**src/rtl/lcd_send_word_if.sv**
```systemverilog
// Request-side bus of lcd_send_word: the request/acknowledge handshake, the
// per-transaction attributes and the returned read byte.
//
// Handshake: the requester raises rq_i to start one transaction.
// - Only a rising edge of rq_i counts, and only while busy_o is low.
// - The attributes rqRs_i, rqRw_i, rqHalf_i, rqData_i and rqDel_i are captured
//   on that same edge.
// - busy_o stays high until the transaction is finished.
// - ack_o pulses high for one cycle at the end of the transaction; rdData_o is
//   valid in that cycle.
// - Before the next request, rq_i has to return low and then rise again.
//
// Modports:
//   master : the sequencer side (drives the request)
//   slave  : lcd_send_word (drives ack_o, busy_o and rdData_o)
interface lcd_send_word_if #(
    parameter int DEL_W = 18
) ();
    logic             rq_i;
    logic             ack_o;
    logic             busy_o;
    logic             rqRs_i;
    logic             rqRw_i;
    logic             rqHalf_i;
    logic [7:0]       rqData_i;
    logic [DEL_W-1:0] rqDel_i;
    logic [7:0]       rdData_o;

    modport master (
        output rq_i, rqRs_i, rqRw_i, rqHalf_i, rqData_i, rqDel_i,
        input  ack_o, busy_o, rdData_o
    );

    modport slave (
        input  rq_i, rqRs_i, rqRw_i, rqHalf_i, rqData_i, rqDel_i,
        output ack_o, busy_o, rdData_o
    );
endinterface

```
**src/rtl/lcd_send_word.sv**
```systemverilog
// lcd_send_word: runs one HD44780-style bus transaction per request.
// - The transaction is a write or a read, on a 4-bit or 8-bit bus.
// - Each nibble/byte phase is SETUP (E low), PULSE (E high) and HOLD (E low).
// - After the last phase the bus returns to 0.
// - An optional idle delay follows, then a one-cycle acknowledge.
//
// Ports:
//   clk_i, reset_ni : clock, asynchronous active-low reset
//   req             : request bus (slave modport of lcd_send_word_if)
//   lcdE_o, lcdRs_o, lcdRw_o, lcdData_o, lcdDataOe_o : LCD pins (registered)
//   lcdData_i       : LCD data in, used by reads
//   dbg_state_o     : current FSM state, for observation only
module lcd_send_word #(
    parameter int BUS_W     = 4,
    parameter int SETUP_CYC = 2,
    parameter int PULSE_CYC = 12,
    parameter int HOLD_CYC  = 1,
    parameter int DEL_W     = 18
) (
    input  logic              clk_i,
    input  logic              reset_ni,
    lcd_send_word_if.slave    req,
    output logic              lcdE_o,
    output logic              lcdRs_o,
    output logic              lcdRw_o,
    output logic [BUS_W-1:0]  lcdData_o,
    output logic              lcdDataOe_o,
    input  logic [BUS_W-1:0]  lcdData_i,
    output logic [2:0]        dbg_state_o
);
    localparam logic [2:0] S_IDLE  = 3'd0;
    localparam logic [2:0] S_SETUP = 3'd1;
    localparam logic [2:0] S_PULSE = 3'd2;
    localparam logic [2:0] S_HOLD  = 3'd3;
    localparam logic [2:0] S_DELAY = 3'd4;
    localparam logic [2:0] S_ACK   = 3'd5;

    localparam int  MAXC   = (SETUP_CYC > PULSE_CYC)
                             ? ((SETUP_CYC > HOLD_CYC) ? SETUP_CYC : HOLD_CYC)
                             : ((PULSE_CYC > HOLD_CYC) ? PULSE_CYC : HOLD_CYC);
    localparam int  CNT_W  = (MAXC > 1) ? $clog2(MAXC) : 1;
    localparam bit  TWO_PH = (BUS_W == 4);

    logic [2:0]       state_q, state_d;
    logic [CNT_W-1:0] cnt_q, cnt_d;     // cycles left in the current phase step
    logic [DEL_W-1:0] del_q, del_d;     // captured delay, counted down in DELAY
    logic             rq_q;
    logic             rs_q, rs_d, rw_q, rw_d, half_q, half_d, ph2_q, ph2_d;
    logic [7:0]       byte_q, byte_d, rdbuf_q, rdbuf_d, rd_q, rd_d;

    logic             e_q, rso_q, rwo_q, oe_q, ack_q, busy_q;
    logic [BUS_W-1:0] dat_q;

    logic             start, in_ph;
    logic [BUS_W-1:0] bus_d;            // bus value for the phase being entered
    logic [7:0]       rdbuf_smp;        // read buffer with this phase's sample merged

    assign start = (state_q == S_IDLE) && req.rq_i && !rq_q;

    generate
        if (TWO_PH) begin : g_nib
            assign bus_d     = ph2_d ? byte_d[3:0] : byte_d[7:4];
            assign rdbuf_smp = ph2_q ? {rdbuf_q[7:4], lcdData_i} : {lcdData_i, 4'h0};
        end else begin : g_byte
            assign bus_d     = byte_d;
            assign rdbuf_smp = lcdData_i;
        end
    endgenerate

    always_comb begin
        state_d = state_q;
        cnt_d   = cnt_q;
        del_d   = del_q;
        rs_d    = rs_q;
        rw_d    = rw_q;
        half_d  = half_q;
        ph2_d   = ph2_q;
        byte_d  = byte_q;
        rdbuf_d = rdbuf_q;
        rd_d    = rd_q;
        case (state_q)
            S_IDLE: begin
                if (start) begin
                    state_d = S_SETUP;
                    cnt_d   = CNT_W'(SETUP_CYC - 1);
                    rs_d    = req.rqRs_i;
                    rw_d    = req.rqRw_i;
                    half_d  = req.rqHalf_i;
                    byte_d  = req.rqData_i;
                    del_d   = req.rqDel_i;
                    ph2_d   = 1'b0;
                    rdbuf_d = 8'h00;
                end
            end
            S_SETUP: begin
                if (cnt_q == '0) begin
                    state_d = S_PULSE;
                    cnt_d   = CNT_W'(PULSE_CYC - 1);
                end else begin
                    cnt_d = cnt_q - CNT_W'(1);
                end
            end
            S_PULSE: begin
                if (cnt_q == '0) begin
                    state_d = S_HOLD;
                    cnt_d   = CNT_W'(HOLD_CYC - 1);
                    if (rw_q) rdbuf_d = rdbuf_smp;
                end else begin
                    cnt_d = cnt_q - CNT_W'(1);
                end
            end
            S_HOLD: begin
                if (cnt_q != '0) begin
                    cnt_d = cnt_q - CNT_W'(1);
                end else if (TWO_PH && !half_q && !ph2_q) begin
                    // Low nibble follows directly; RS/RW stay asserted.
                    state_d = S_SETUP;
                    cnt_d   = CNT_W'(SETUP_CYC - 1);
                    ph2_d   = 1'b1;
                end else if (del_q == '0) begin
                    state_d = S_ACK;
                end else begin
                    state_d = S_DELAY;
                end
            end
            S_DELAY: begin
                if (del_q == DEL_W'(1)) state_d = S_ACK;
                else                    del_d   = del_q - DEL_W'(1);
            end
            S_ACK:   state_d = S_IDLE;
            default: state_d = S_IDLE;
        endcase
        // Publish the read byte together with the acknowledge.
        if (state_d == S_ACK && state_q != S_ACK && rw_q) rd_d = rdbuf_q;
    end

    // Outputs are registered from the next state so pins line up with state_q.
    assign in_ph = (state_d == S_SETUP) || (state_d == S_PULSE) || (state_d == S_HOLD);

    always_ff @(posedge clk_i or negedge reset_ni) begin
        if (!reset_ni) begin
            state_q <= S_IDLE;
            cnt_q   <= '0;
            del_q   <= '0;
            rq_q    <= 1'b0;
            rs_q    <= 1'b0;
            rw_q    <= 1'b0;
            half_q  <= 1'b0;
            ph2_q   <= 1'b0;
            byte_q  <= 8'h00;
            rdbuf_q <= 8'h00;
            rd_q    <= 8'h00;
            e_q     <= 1'b0;
            rso_q   <= 1'b0;
            rwo_q   <= 1'b0;
            oe_q    <= 1'b0;
            ack_q   <= 1'b0;
            busy_q  <= 1'b0;
            dat_q   <= '0;
        end else begin
            state_q <= state_d;
            cnt_q   <= cnt_d;
            del_q   <= del_d;
            rq_q    <= req.rq_i;
            rs_q    <= rs_d;
            rw_q    <= rw_d;
            half_q  <= half_d;
            ph2_q   <= ph2_d;
            byte_q  <= byte_d;
            rdbuf_q <= rdbuf_d;
            rd_q    <= rd_d;
            e_q     <= (state_d == S_PULSE);
            rso_q   <= in_ph & rs_d;
            rwo_q   <= in_ph & rw_d;
            oe_q    <= in_ph & ~rw_d;
            ack_q   <= (state_d == S_ACK);
            busy_q  <= (state_d != S_IDLE);
            dat_q   <= (in_ph && !rw_d) ? bus_d : '0;
        end
    end

    assign lcdE_o       = e_q;
    assign lcdRs_o      = rso_q;
    assign lcdRw_o      = rwo_q;
    assign lcdData_o    = dat_q;
    assign lcdDataOe_o  = oe_q;
    assign req.ack_o    = ack_q;
    assign req.busy_o   = busy_q;
    assign req.rdData_o = rd_q;
    assign dbg_state_o  = state_q;
endmodule

```
**src/flat_wrapper.sv**
```systemverilog
// flat-port wrapper written by rule: the top's interface ports become plain ports
module lcd_send_word_flat 
#(
    parameter int BUS_W     = 4,
    parameter int SETUP_CYC = 2,
    parameter int PULSE_CYC = 12,
    parameter int HOLD_CYC  = 1,
    parameter int DEL_W     = 18
)
  (clk_i, reset_ni, lcdE_o, lcdRs_o, lcdRw_o, lcdData_o, lcdDataOe_o, lcdData_i, dbg_state_o, req_rq_i, req_rqRs_i, req_rqRw_i, req_rqHalf_i, req_rqData_i, req_rqDel_i, req_ack_o, req_busy_o, req_rdData_o);
  lcd_send_word_if #(.DEL_W(DEL_W)) req_i ();
  input  logic clk_i;
  input  logic reset_ni;
  output logic lcdE_o;
  output logic lcdRs_o;
  output logic lcdRw_o;
  output logic [BUS_W-1:0] lcdData_o;
  output logic lcdDataOe_o;
  input  logic [BUS_W-1:0] lcdData_i;
  output logic [2:0] dbg_state_o;
  input wire logic [$bits(req_i.rq_i)-1:0] req_rq_i;
  input wire logic [$bits(req_i.rqRs_i)-1:0] req_rqRs_i;
  input wire logic [$bits(req_i.rqRw_i)-1:0] req_rqRw_i;
  input wire logic [$bits(req_i.rqHalf_i)-1:0] req_rqHalf_i;
  input wire logic [$bits(req_i.rqData_i)-1:0] req_rqData_i;
  input wire logic [$bits(req_i.rqDel_i)-1:0] req_rqDel_i;
  output wire logic [$bits(req_i.ack_o)-1:0] req_ack_o;
  output wire logic [$bits(req_i.busy_o)-1:0] req_busy_o;
  output wire logic [$bits(req_i.rdData_o)-1:0] req_rdData_o;
  assign req_i.rq_i = req_rq_i;
  assign req_i.rqRs_i = req_rqRs_i;
  assign req_i.rqRw_i = req_rqRw_i;
  assign req_i.rqHalf_i = req_rqHalf_i;
  assign req_i.rqData_i = req_rqData_i;
  assign req_i.rqDel_i = req_rqDel_i;
  assign req_ack_o = req_i.ack_o;
  assign req_busy_o = req_i.busy_o;
  assign req_rdData_o = req_i.rdData_o;
  lcd_send_word #(.BUS_W(BUS_W), .SETUP_CYC(SETUP_CYC), .PULSE_CYC(PULSE_CYC), .HOLD_CYC(HOLD_CYC), .DEL_W(DEL_W)) u_core (.clk_i(clk_i), .reset_ni(reset_ni), .req(req_i), .lcdE_o(lcdE_o), .lcdRs_o(lcdRs_o), .lcdRw_o(lcdRw_o), .lcdData_o(lcdData_o), .lcdDataOe_o(lcdDataOe_o), .lcdData_i(lcdData_i), .dbg_state_o(dbg_state_o));
endmodule
```
**config.mk**
```make
export PLATFORM = sky130hd
export DESIGN_NAME = lcd_send_word_flat
export DESIGN_NICKNAME = d
export VERILOG_FILES = /design/src/rtl/lcd_send_word_if.sv /design/src/rtl/lcd_send_word.sv /design/src/flat_wrapper.sv
export SDC_FILE = /design/constraint.sdc
export NUM_CORES = 1
export LEC_CHECK = 0
export ABC_AREA = 1
export CAP_MARGIN = 0
export CORE_MARGIN = 3
export CORE_UTILIZATION = 50
export DETAILED_ROUTE_END_ITERATION = 12
export GPL_TIMING_DRIVEN = 1
export PLACE_DENSITY = 0.79
export SKIP_CTS_REPAIR_TIMING = 1
export SLEW_MARGIN = 20
export SYNTH_ARGS = -nofsm -noshare
export SYNTH_HDL_FRONTEND = slang
export SYNTH_SLANG_ARGS = --single-unit
```
**constraint.sdc**
```tcl
create_clock -name clk_i -period 3.75 [get_ports clk_i]
set_input_delay 0.75 -clock clk_i [delete_from_list [all_inputs] [get_ports clk_i]]
set_output_delay 0.75 -clock clk_i [all_outputs]
set_load 0.05 [all_outputs]
```
==> results of run 1 <==
power groups by stage:
stage	Clock (mW)	Combinational, mW	Sequential, mW
after floorplan	0	0.00382	0.707
after global placement	0	0.0560	0.707
after detailed placement	0	0.0562	0.708
after CTS	0.617	0.0567	0.694
after global routing	0.647	0.0610	0.694
final	0.610	0.0553	0.694
cell families (layout without fill, tap and decap cells):
group,Yosys count,count (layout),synth area share [%]
buffers and inverters,61,125,7.78
xor gates and xnor gates,6,6,1.58
AOI/OAI and AO/OA,66,66,11.8
DFF,64,64,48.1
adders and majority gates,3,3,1.13
and+or+nand+nor,216,216,29.6
cells in the final DEF (no fill, tap or decap), types with 2 or more instances in the layout:
cell,Yosys,layout
nand2_1,116,116
nor2_4,2,2
o22ai_1,5,5
nor2_2,7,7
nand2_4,2,2
nand3b_1,2,2
inv_2,3,3
nor2_1,47,47
o21ai_2,3,3
dfrtp_1,64,64
ha_1,3,3
nor3_1,3,3
o21ai_1,2,2
o31ai_1,3,3
clkdlybuf4s50_1,0,55
nand4_1,11,11
inv_1,47,47
clkbuf_8,0,10
nand3_2,5,5
o21ai_0,28,28
xor2_1,6,6
a21oi_1,18,18
clkinvlp_4,0,2
nand3_1,14,14
o211ai_2,2,2
nor3_2,2,2
cell type report:
class                           count  area (um^2)
Clock buffer                       10          138
Clock inverter                      6         67.6
Fill cell                         558         2250
Inverter                           52          198
Multi-Input combinational cell    291         1470
Sequential cell                    64         1600
Tap cell                           77         96.3
Timing Repair Buffer               57          563
metal layers:
layer / track usage, % / wire length, um / vias to the layer above / part of all wire (%)
met5: 0 / 0 / - / 0
met4: 10.6 / 117 / 0 / 1.6
met3: 3.57 / 337 / 11 / 4.5
met2: 31.6 / 3460 / 83 / 46
met1: 28.6 / 3590 / 1320 / 48
li1: - / - / 1453 / -
synth_stat cells (all sizes together), types with 5 or more instances:
cell   instances  area share, %
o21ai         33            5.3
nor3           5            1.1
a21oi         18            2.7
inv           51            5.8
xor2           6            1.6
nand4         11            2.1
dfrtp         64             48
nand2        119             14
nor2          57            7.9
buf            8            1.7
nand3         19            3.6
o22ai          6            1.3
final timing paths:
kind	end	slack, ps	depth (start not counted)
max in group asynchronous	u_core.cnt_q[0]$_DFFE_PN0P_	2380	2
max	dbg_state_o[1]	1230	1
min reg2reg	u_core.req.rdData_o[4]$_DFFE_PN0P_	480	2
max reg2reg	u_core.del_q[2]$_DFFE_PN0P_	1670	5
min in group clk_i	u_core.req.rdData_o[4]$_DFFE_PN0P_	480	2
min	u_core.req.rdData_o[1]$_DFFE_PN0P_	470	1
sequential cells by signal, indices dropped and copies added (netlist names), 3 cells and up:
name                 flops
u_core.lcdData_o         4
u_core.dbg_state_o       3
u_core.cnt_q             4
u_core.del_q            18
u_core.req.rdData_o      8
u_core.byte_q            8
u_core.rdbuf_q           8
per-stage QoR:
| stage | utilization (%) | total power, mW |
|---|---|---|
| finish | 64.7 | 1.36 |
| global route | 64.7 | 1.40 |
| CTS | 64.7 | 1.37 |
| detailed placement | 61.5 | 0.764 |
| global placement | 61.5 | 0.763 |
| floorplan | - | 0.711 |
==> impl_metrics.env, run 1 <==
export IMPL_status="complete, no violations"
export IMPL_wirelength_mm=7.51
export IMPL_skew_ps=9.58
export IMPL_fp_dieH_um=87.6
export IMPL_intPower_mw=1.05
export IMPL_finalCritPeriodShare_pct=67.2
export IMPL_period_needed_ps=2520
export IMPL_async_reset_ff_share_pct=100
export IMPL_swShare_pct=22.6
export IMPL_clk_latency_ps=340
export IMPL_detail_route_antenna_nets=0
export IMPL_final_instance_count_excl_fill=557
export IMPL_cpPeakStageDelay_ps=870
export IMPL_diodes=0
export IMPL_syn_inst=416
export IMPL_drive_above_1_share_pct=10.4
export IMPL_wl_per_cell_um=13.5
export IMPL_cap_violations=0
export IMPL_clockPowerShare_pct=44.9
export IMPL_slew_headroom_pct=48.7
export IMPL_cp_cell_sequence="clkdlybuf4s50_1"
export IMPL_endpoint_kind="primary output"
export IMPL_maxSlewViolCount=0
export IMPL_r2r_start="u_core.dbg_state_o[0]$_DFF_PN0_"
export IMPL_dp_hpwl_mm=5.24
export IMPL_core_area_mm2=0.00639
export IMPL_overflow=0
export IMPL_syn_area_per_cell_um2=8.01
export IMPL_root_buffer="clkbuf_8"
export IMPL_drtPass1Iterations=4
export IMPL_setup_viol=0
export IMPL_initial_core_util_pct=52.2
export IMPL_antenna_found_initial=0
export IMPL_ys_types=39
export IMPL_path_buf_inv=1
export IMPL_rsz0062_at_grt="false"
export IMPL_setup_worst_path_start="u_core.dbg_state_o[1]$_DFF_PN0_"
export IMPL_grt_usage_pct=20.8
export IMPL_yosysWarningCount=0
export IMPL_cp_slowest_cell="clkdlybuf4s50_1"
export IMPL_crit_fanout=8
export IMPL_place_ws_ps=1110
export IMPL_holdWs_ps=471
export IMPL_clock_sinks=64
export IMPL_tightest_slew_ps=769
export IMPL_p_comb_share_pct=4.1
export IMPL_grt_pass1_wl_mm=12.5
export IMPL_die_area_mm2=0.00768
export IMPL_post_route_drc_count=0
export IMPL_rows=29
export IMPL_syn2layout_area_growth_pct=24.1
export IMPL_clockBufferDepth=2
export IMPL_peakVddDrop_mv=0.241
export IMPL_ioPinCount=57
export IMPL_synth_top_flop_cell="dfrtp_1"
export IMPL_layout_setup_ws_ps=1230
export IMPL_p_switching_mw=0.307
export IMPL_crit_type="reg2out"
export IMPL_cp_data_required_time_ps=3000
export IMPL_gp_congestion=0.853
export IMPL_placed_cell_area_mm2=0.00393
export IMPL_crit_arrival_ps=1770
export IMPL_start_kind="flip-flop"
export IMPL_setup_tns_ps=0
export IMPL_p_per_area_mw_per_mm2=329
export IMPL_power_share_sequential_pct=51.1
export IMPL_cts_buffers=9
export IMPL_synth_edf_count=0
export IMPL_clk_pin_slew_ps=80
export IMPL_drtIter0Drc=151
export IMPL_min_path_type="in2async"
export IMPL_syn_nets=455
export IMPL_fin_area_mm2=0.00413
export IMPL_vias=2867
export IMPL_hold_viol_final=0
export IMPL_critical_path_top_delay_family="buffers and inverters"
export IMPL_layout_nets=514
export IMPL_synth_seq_area_share_pct=48.1
export IMPL_leakage_nw=2.03
export IMPL_portBuffers=56
export IMPL_place_inst=541
export IMPL_grt_max_degree=35
export IMPL_cts_tree="built"
export IMPL_vias_per_cell=5.15
export IMPL_clock_fmax_ghz=0.397
export IMPL_syn_area_mm2=0.00333
export IMPL_htreeDepth=3
export IMPL_synth_seq_cells=64
export IMPL_grt_pass1_vias=2795
export IMPL_die_w_um=87.6
No activity file was read; power rests on OpenSTA's default activity.
==> run 2, diff against run 1 <==
CORE_UTILIZATION = 48   (was 50)
clock period = 2.1 ns   (was 3.75 ns; I/O delays follow)
==> run 2 against run 1 <==
Clock skew increased by 1.1 ps. Die area increased by 3.9%. First-iteration DRC count increased by 48%. Critical endpoint is now req_rdData_o[4]. Largest power group unchanged.
==> impl_metrics.env, run 2 (synthesis gave the netlist of run 1 again) <==
export IMPL_swShare_pct=21.0
export IMPL_r2r_cells=10
export IMPL_p_comb_share_pct=4.0
export IMPL_dp_hpwl_mm=5.36
export IMPL_p_switching_mw=0.534
export IMPL_clockPowerShare_pct=47.2
export IMPL_cpPeakStageDelay_ps=810
export IMPL_critical_path_top_delay_family="buffers and inverters"
export IMPL_wl_per_cell_um=13.4
export IMPL_ioPinCount=57
export IMPL_layout_commonest_cell="nand2_1"
export IMPL_status="complete, no violations"
export IMPL_min_path_type="in2async"
export IMPL_crit_type="reg2out"
export IMPL_antenna_found_initial=0
export IMPL_rows=29
export IMPL_start_kind="flip-flop"
export IMPL_clk_pin_slew_ps=80
export IMPL_crit_cells=1
export IMPL_drtIter0Drc=224
export IMPL_layout_nets=526
export IMPL_finalCritPeriodShare_pct=91.9
export IMPL_portBuffers=56
export IMPL_drive_above_1_share_pct=13.2
export IMPL_cts_buffers=9
export IMPL_most_common_layout_cells="nand2_1, dfrtp_1, clkdlybuf4s50_1"
export IMPL_detail_route_antenna_nets=0
export IMPL_overflow=0
export IMPL_wirelength_mm=7.60
export IMPL_grt_pass1_wl_mm=12.9
export IMPL_period_needed_ps=1930
export IMPL_layout_setup_ws_ps=170
export IMPL_endpoint_kind="primary output"
export IMPL_clock_sinks=64
export IMPL_rsz0062_at_grt="false"
export IMPL_setup_viol=0
export IMPL_syn2layout_area_growth_pct=27.7
export IMPL_grt_usage_pct=20.9
export IMPL_grt_pass1_vias=2862
export IMPL_largest_reg_flops=18
export IMPL_post_route_drc_count=0
export IMPL_crit_arrival_ps=1510
export IMPL_die_w_um=89.3
export IMPL_intPower_mw=2.00
export IMPL_gp_congestion=0.901
export IMPL_path_buf_inv=1
export IMPL_clk_latency_ps=330
export IMPL_die_area_mm2=0.00797
export IMPL_clockBufferDepth=2
export IMPL_vias=2922
export IMPL_grt_max_degree=65
export IMPL_root_buffer="clkbuf_8"
export IMPL_place_ws_ps=3.04
export IMPL_cts_tree="built"
export IMPL_setup_tns_ps=0
export IMPL_fp_dieH_um=89.3
export IMPL_clock_fmax_ghz=0.518
export IMPL_vias_per_cell=5.14
export IMPL_crit_fanout=2
export IMPL_cap_violations=0
export IMPL_place_inst=553
export IMPL_regMostFlops="u_core.del_q"
export IMPL_p_total_mw=2.54
export IMPL_final_instance_count_excl_fill=569
export IMPL_peakVddDrop_mv=0.615
export IMPL_skew_ps=10.6
export IMPL_core_area_mm2=0.00653
export IMPL_initial_core_util_pct=51.0
export IMPL_drtPass1Iterations=5
export IMPL_diodes=0
export IMPL_htreeDepth=3
export IMPL_slew_headroom_pct=65.9
export IMPL_maxSlewViolCount=0
export IMPL_power_share_sequential_pct=48.8
export IMPL_cp_cell_sequence="clkdlybuf4s50_1"
export IMPL_cp_data_required_time_ps=1680
export IMPL_cp_slowest_cell="clkdlybuf4s50_1"
export IMPL_tightest_slew_ps=510
export IMPL_hold_viol_final=0
export IMPL_p_per_area_mw_per_mm2=597
export IMPL_leakage_nw=2.10
-- run 2: power by group through the flow --
stage | registers [mW] | logic [mW] | clock network (mW)
2_1_floorplan | 1.26 | 0.00682 | 0
3_3_place_gp | 1.26 | 0.103 | 0
3_5_place_dp | 1.26 | 0.103 | 0
4_1_cts | 1.24 | 0.104 | 1.22
5_1_grt | 1.24 | 0.112 | 1.27
6_report | 1.24 | 0.101 | 1.20
-- run 2: area by class of cell --
| cell class | count | area, um^2 |
|---|---|---|
| multi-input combinational | 291 | 1470 |
| clock inverter | 6 | 91.3 |
| timing repair buffer | 69 | 658 |
| tap | 77 | 96.3 |
| inverter | 52 | 198 |
| fill | 534 | 2280 |
| clock buffer | 10 | 138 |
| sequential | 64 | 1600 |
-- run 2: worst paths after layout --
| check | from | end | slack [ps] |
|---|---|---|---|
| max | u_core.req.rdData_o[4]$_DFFE_PN0P_ | req_rdData_o[4] | 170 |
| min | reset_ni | u_core.del_q[8]$_DFFE_PN0P_ | 80 |
| max reg2reg | u_core.del_q[9]$_DFFE_PN0P_ | u_core.req.rdData_o[7]$_DFFE_PN0P_ | 260 |
| min reg2reg | u_core.req.rdData_o[3]$_DFFE_PN0P_ | u_core.req.rdData_o[3]$_DFFE_PN0P_ | 480 |
| max in group asynchronous | reset_ni | u_core.del_q[15]$_DFFE_PN0P_ | 1750 |
| min in group clk_i | u_core.req.rdData_o[3]$_DFFE_PN0P_ | u_core.req.rdData_o[3]$_DFFE_PN0P_ | 480 |
-- run 2: stage by stage --
stage	util [%]	hold slack (ps)	instance area, um^2
3_3_place_gp	61.6	457	4020
6_report	65.1	85.0	4250
5_1_grt	65.1	108	4250
4_1_cts	65.1	97.4	4250
2_1_floorplan	-	124	3330
3_5_place_dp	61.6	459	4020
-- run 2: layer usage --
layer	share of wire, %	track usage (%)
met5	0	0
met4	1.5	8.80
met2	46	32.0
met1	47	29.3
met3	4.9	3.59
==> run 3, diff against run 2 <==
ABC_AREA = default   (was 1)
CORE_UTILIZATION = 47   (was 48)
==> run 3 against run 2 <==
Critical endpoint is now u_core.req.rdData_o[4]$_DFFE_PN0P_. Sequential share of layout area fell by 0.29 points. The flow now finishes with violations (setup timing). Via count fell by 8.5%. Largest cell class unchanged. Sequential cell count did not move. Design area rose by 1.1%. Worst hold slack got worse by 13 ps. Fmax fell by 8.7%. Sequential power rose by 75%. Setup slack got worse by 180 ps. Total power rose by 140%. Combinational power rose to 30 times the previous value.
==> impl_metrics.env, run 3 <==
export IMPL_layout_commonest_cell="dfrtp_1"
export IMPL_dp_hpwl_mm=5.38
export IMPL_synth_most_common_cell="dfrtp_1"
export IMPL_fp_dieH_um=88.1
export IMPL_gr_max_usage_layer="met2"
export IMPL_largest_reg_flops=18
export IMPL_overflow=0
export IMPL_vias_per_cell=5.69
export IMPL_hold_viol_final=0
export IMPL_syn_area_per_cell_um2=10.5
export IMPL_synth_area_leaders="dfrtp_1, mux2_2, nand2_1"
export IMPL_wirelength_mm=7.62
export IMPL_cts_buffers=9
export IMPL_clock_fmax_ghz=0.473
export IMPL_detail_route_antenna_nets=0
export IMPL_portBuffers=56
export IMPL_diodes=0
export IMPL_clk_pin_slew_ps=80
export IMPL_crit_arrival_ps=2330
export IMPL_ioPinCount=57
export IMPL_async_reset_ff_share_pct=100
export IMPL_synth_top_area_share_pct=50.5
export IMPL_status="complete, but fails checks"
export IMPL_synth_edf_count=0
export IMPL_post_route_util_pct=66.6
export IMPL_grt_max_degree=65
export IMPL_synthTopCellsByCount="dfrtp_1, nand2_1, mux2_2, nor2_1, o21ai_0"
export IMPL_htreeDepth=3
export IMPL_p_comb_share_pct=48.9
export IMPL_post_route_drc_count=0
export IMPL_die_area_mm2=0.00776
export IMPL_drtIter0Drc=189
export IMPL_grt_use_met2_pct=32.5
export IMPL_min_path_type="in2async"
export IMPL_rsz0062_at_grt="true"
export IMPL_place_inst=452
export IMPL_violations="setup timing"
export IMPL_grt_usage_pct=20.7
export IMPL_regMostFlops="u_core.del_q"
export IMPL_grt_pass1_wl_mm=12.3
export IMPL_finalCritPeriodShare_pct=101
export IMPL_core_area_mm2=0.00646
export IMPL_final_instance_count_excl_fill=470
export IMPL_clockPowerShare_pct=15.8
export IMPL_grt_pass1_vias=2534
export IMPL_setup_tns_ps=-51.5
export IMPL_crit_type="reg2reg"
export IMPL_initial_core_util_pct=49.1
export IMPL_skew_ps=14.4
export IMPL_peakVddDrop_mv=0.902
export IMPL_synth_top_flop_cell="dfrtp_1"
export IMPL_p_total_mw=6.14
export IMPL_multi_input_area_mm2=0.00152
export IMPL_die_w_um=88.1
export IMPL_rows=29
export IMPL_ys_types=56
export IMPL_root_buffer="clkbuf_8"
export IMPL_grtUsageMet3_pct=4.23
export IMPL_layout_nets=427
export IMPL_cap_violations=0
export IMPL_syn_nets=340
export IMPL_swShare_pct=42.0
export IMPL_slew_headroom_pct=66.2
export IMPL_p_switching_mw=2.58
export IMPL_syn_area_mm2=0.00317
export IMPL_vias=2673
export IMPL_clk_latency_ps=340
export IMPL_syn2layout_area_growth_pct=35.6
export IMPL_cts_tree="built"
export IMPL_tightest_slew_ps=506
export IMPL_synth_seq_cells=64
export IMPL_cp_data_required_time_ps=2320
export IMPL_intPower_mw=3.56
export IMPL_antenna_found_initial=0
export IMPL_crit_fanout=8
export IMPL_most_common_layout_cells="dfrtp_1, clkdlybuf4s50_1, buf_4"
export IMPL_placed_cell_area_mm2=0.00402
export IMPL_clockBufferDepth=2
export IMPL_yosysTopAreaCell="dfrtp_1"
export IMPL_yosysWarningCount=0
export IMPL_power_share_sequential_pct=35.3
export IMPL_start_kind="flip-flop"
export IMPL_layout_setup_ws_ps=-14.1
export IMPL_p_per_area_mw_per_mm2=1430
export IMPL_leakage_nw=1.79
export IMPL_endpoint_kind="flip-flop"
export IMPL_period_needed_ps=2110
export IMPL_grt_use_met1_pct=28.6
export IMPL_drtPass1Iterations=5
export IMPL_syn_inst=301
export IMPL_fill_cells=481
export IMPL_setup_viol=7
export IMPL_drive_above_1_share_pct=24.7
export IMPL_clock_sinks=64
export IMPL_gp_congestion=0.865
export IMPL_synth_seq_area_share_pct=50.5
export IMPL_wl_per_cell_um=16.2
export IMPL_fin_area_mm2=0.00430
export IMPL_seq_area_mm2=0.00161
export IMPL_maxSlewViolCount=0
## run 3: area by class of cell
class / instances / share of cell area [%]
tap: 77 / 2.24
sequential: 64 / 37.4
inverter: 13 / 1.14
clock buffer: 12 / 3.61
clock inverter: 4 / 0.669
multi-input combinational: 210 / 35.4
timing repair buffer: 90 / 19.5
## run 3: cell families (layout without fill, tap and decap cells)
| logic type | after synthesis | count (layout) | share of synthesized area [%] |
|---|---|---|---|
| flip-flops | 64 | 64 | 50.5 |
| buffers and inverters | 27 | 119 | 3.83 |
| AO/OA/AOI/OAI | 83 | 83 | 19.1 |
| AND/OR/NAND/NOR | 100 | 100 | 16.9 |
| adder cells (fa/ha/maj) | 3 | 3 | 1.18 |
| multiplexers | 24 | 24 | 8.45 |
## run 3: per-stage QoR
| step | hold WS [ps] | setup slack (ps) |
|---|---|---|
| after floorplan | 124 | 3.75 |
| after global placement | 452 | -70.6 |
| after detailed placement | 458 | -166 |
| after global routing | 80.3 | -84.7 |
| final | 71.6 | -14.1 |
| after CTS | 81.3 | -76.9 |
## run 3: per-layer routing
metal,vias up,share of wire (%)
met3,9,5.5
met4,0,1.4
li1,1289,-
met2,74,49
met5,-,0
met1,1301,44
## run 3: critical path, cell delays in order, from the launching register on
cell and delay (ps):
dfrtp_2 440, or4_4 560, a21oi_4 150, o21bai_4 110, o211ai_4 350, mux2_2 380
## run 3: path summary, 6_finish.rpt
kind,from,end,slack (ps),cells after the start
setup / recovery,u_core.cnt_q[0]$_DFFE_PN0P_,u_core.req.rdData_o[4]$_DFFE_PN0P_,-10,5
hold reg to reg,u_core.rdbuf_q[0]$_DFFE_PN0P_,u_core.rdbuf_q[0]$_DFFE_PN0P_,500,2
hold / removal,reset_ni,u_core.del_q[7]$_DFFE_PN0P_,70,2
min in group clk_i,u_core.rdbuf_q[0]$_DFFE_PN0P_,u_core.rdbuf_q[0]$_DFFE_PN0P_,500,2
max in group asynchronous,reset_ni,u_core.dbg_state_o[0]$_DFF_PN0_,1730,2
setup reg to reg,u_core.cnt_q[0]$_DFFE_PN0P_,u_core.req.rdData_o[4]$_DFFE_PN0P_,-10,5
## run 3: power by group through the flow
stage,Combinational (mW),Clock [mW],Sequential [mW]
2_1_floorplan,1.49,0,2.40
5_1_grt,3.27,1.05,2.23
3_5_place_dp,2.75,0,2.16
4_1_cts,2.76,0.990,2.14
3_3_place_gp,2.67,0,2.14
6_report,3.00,0.971,2.17
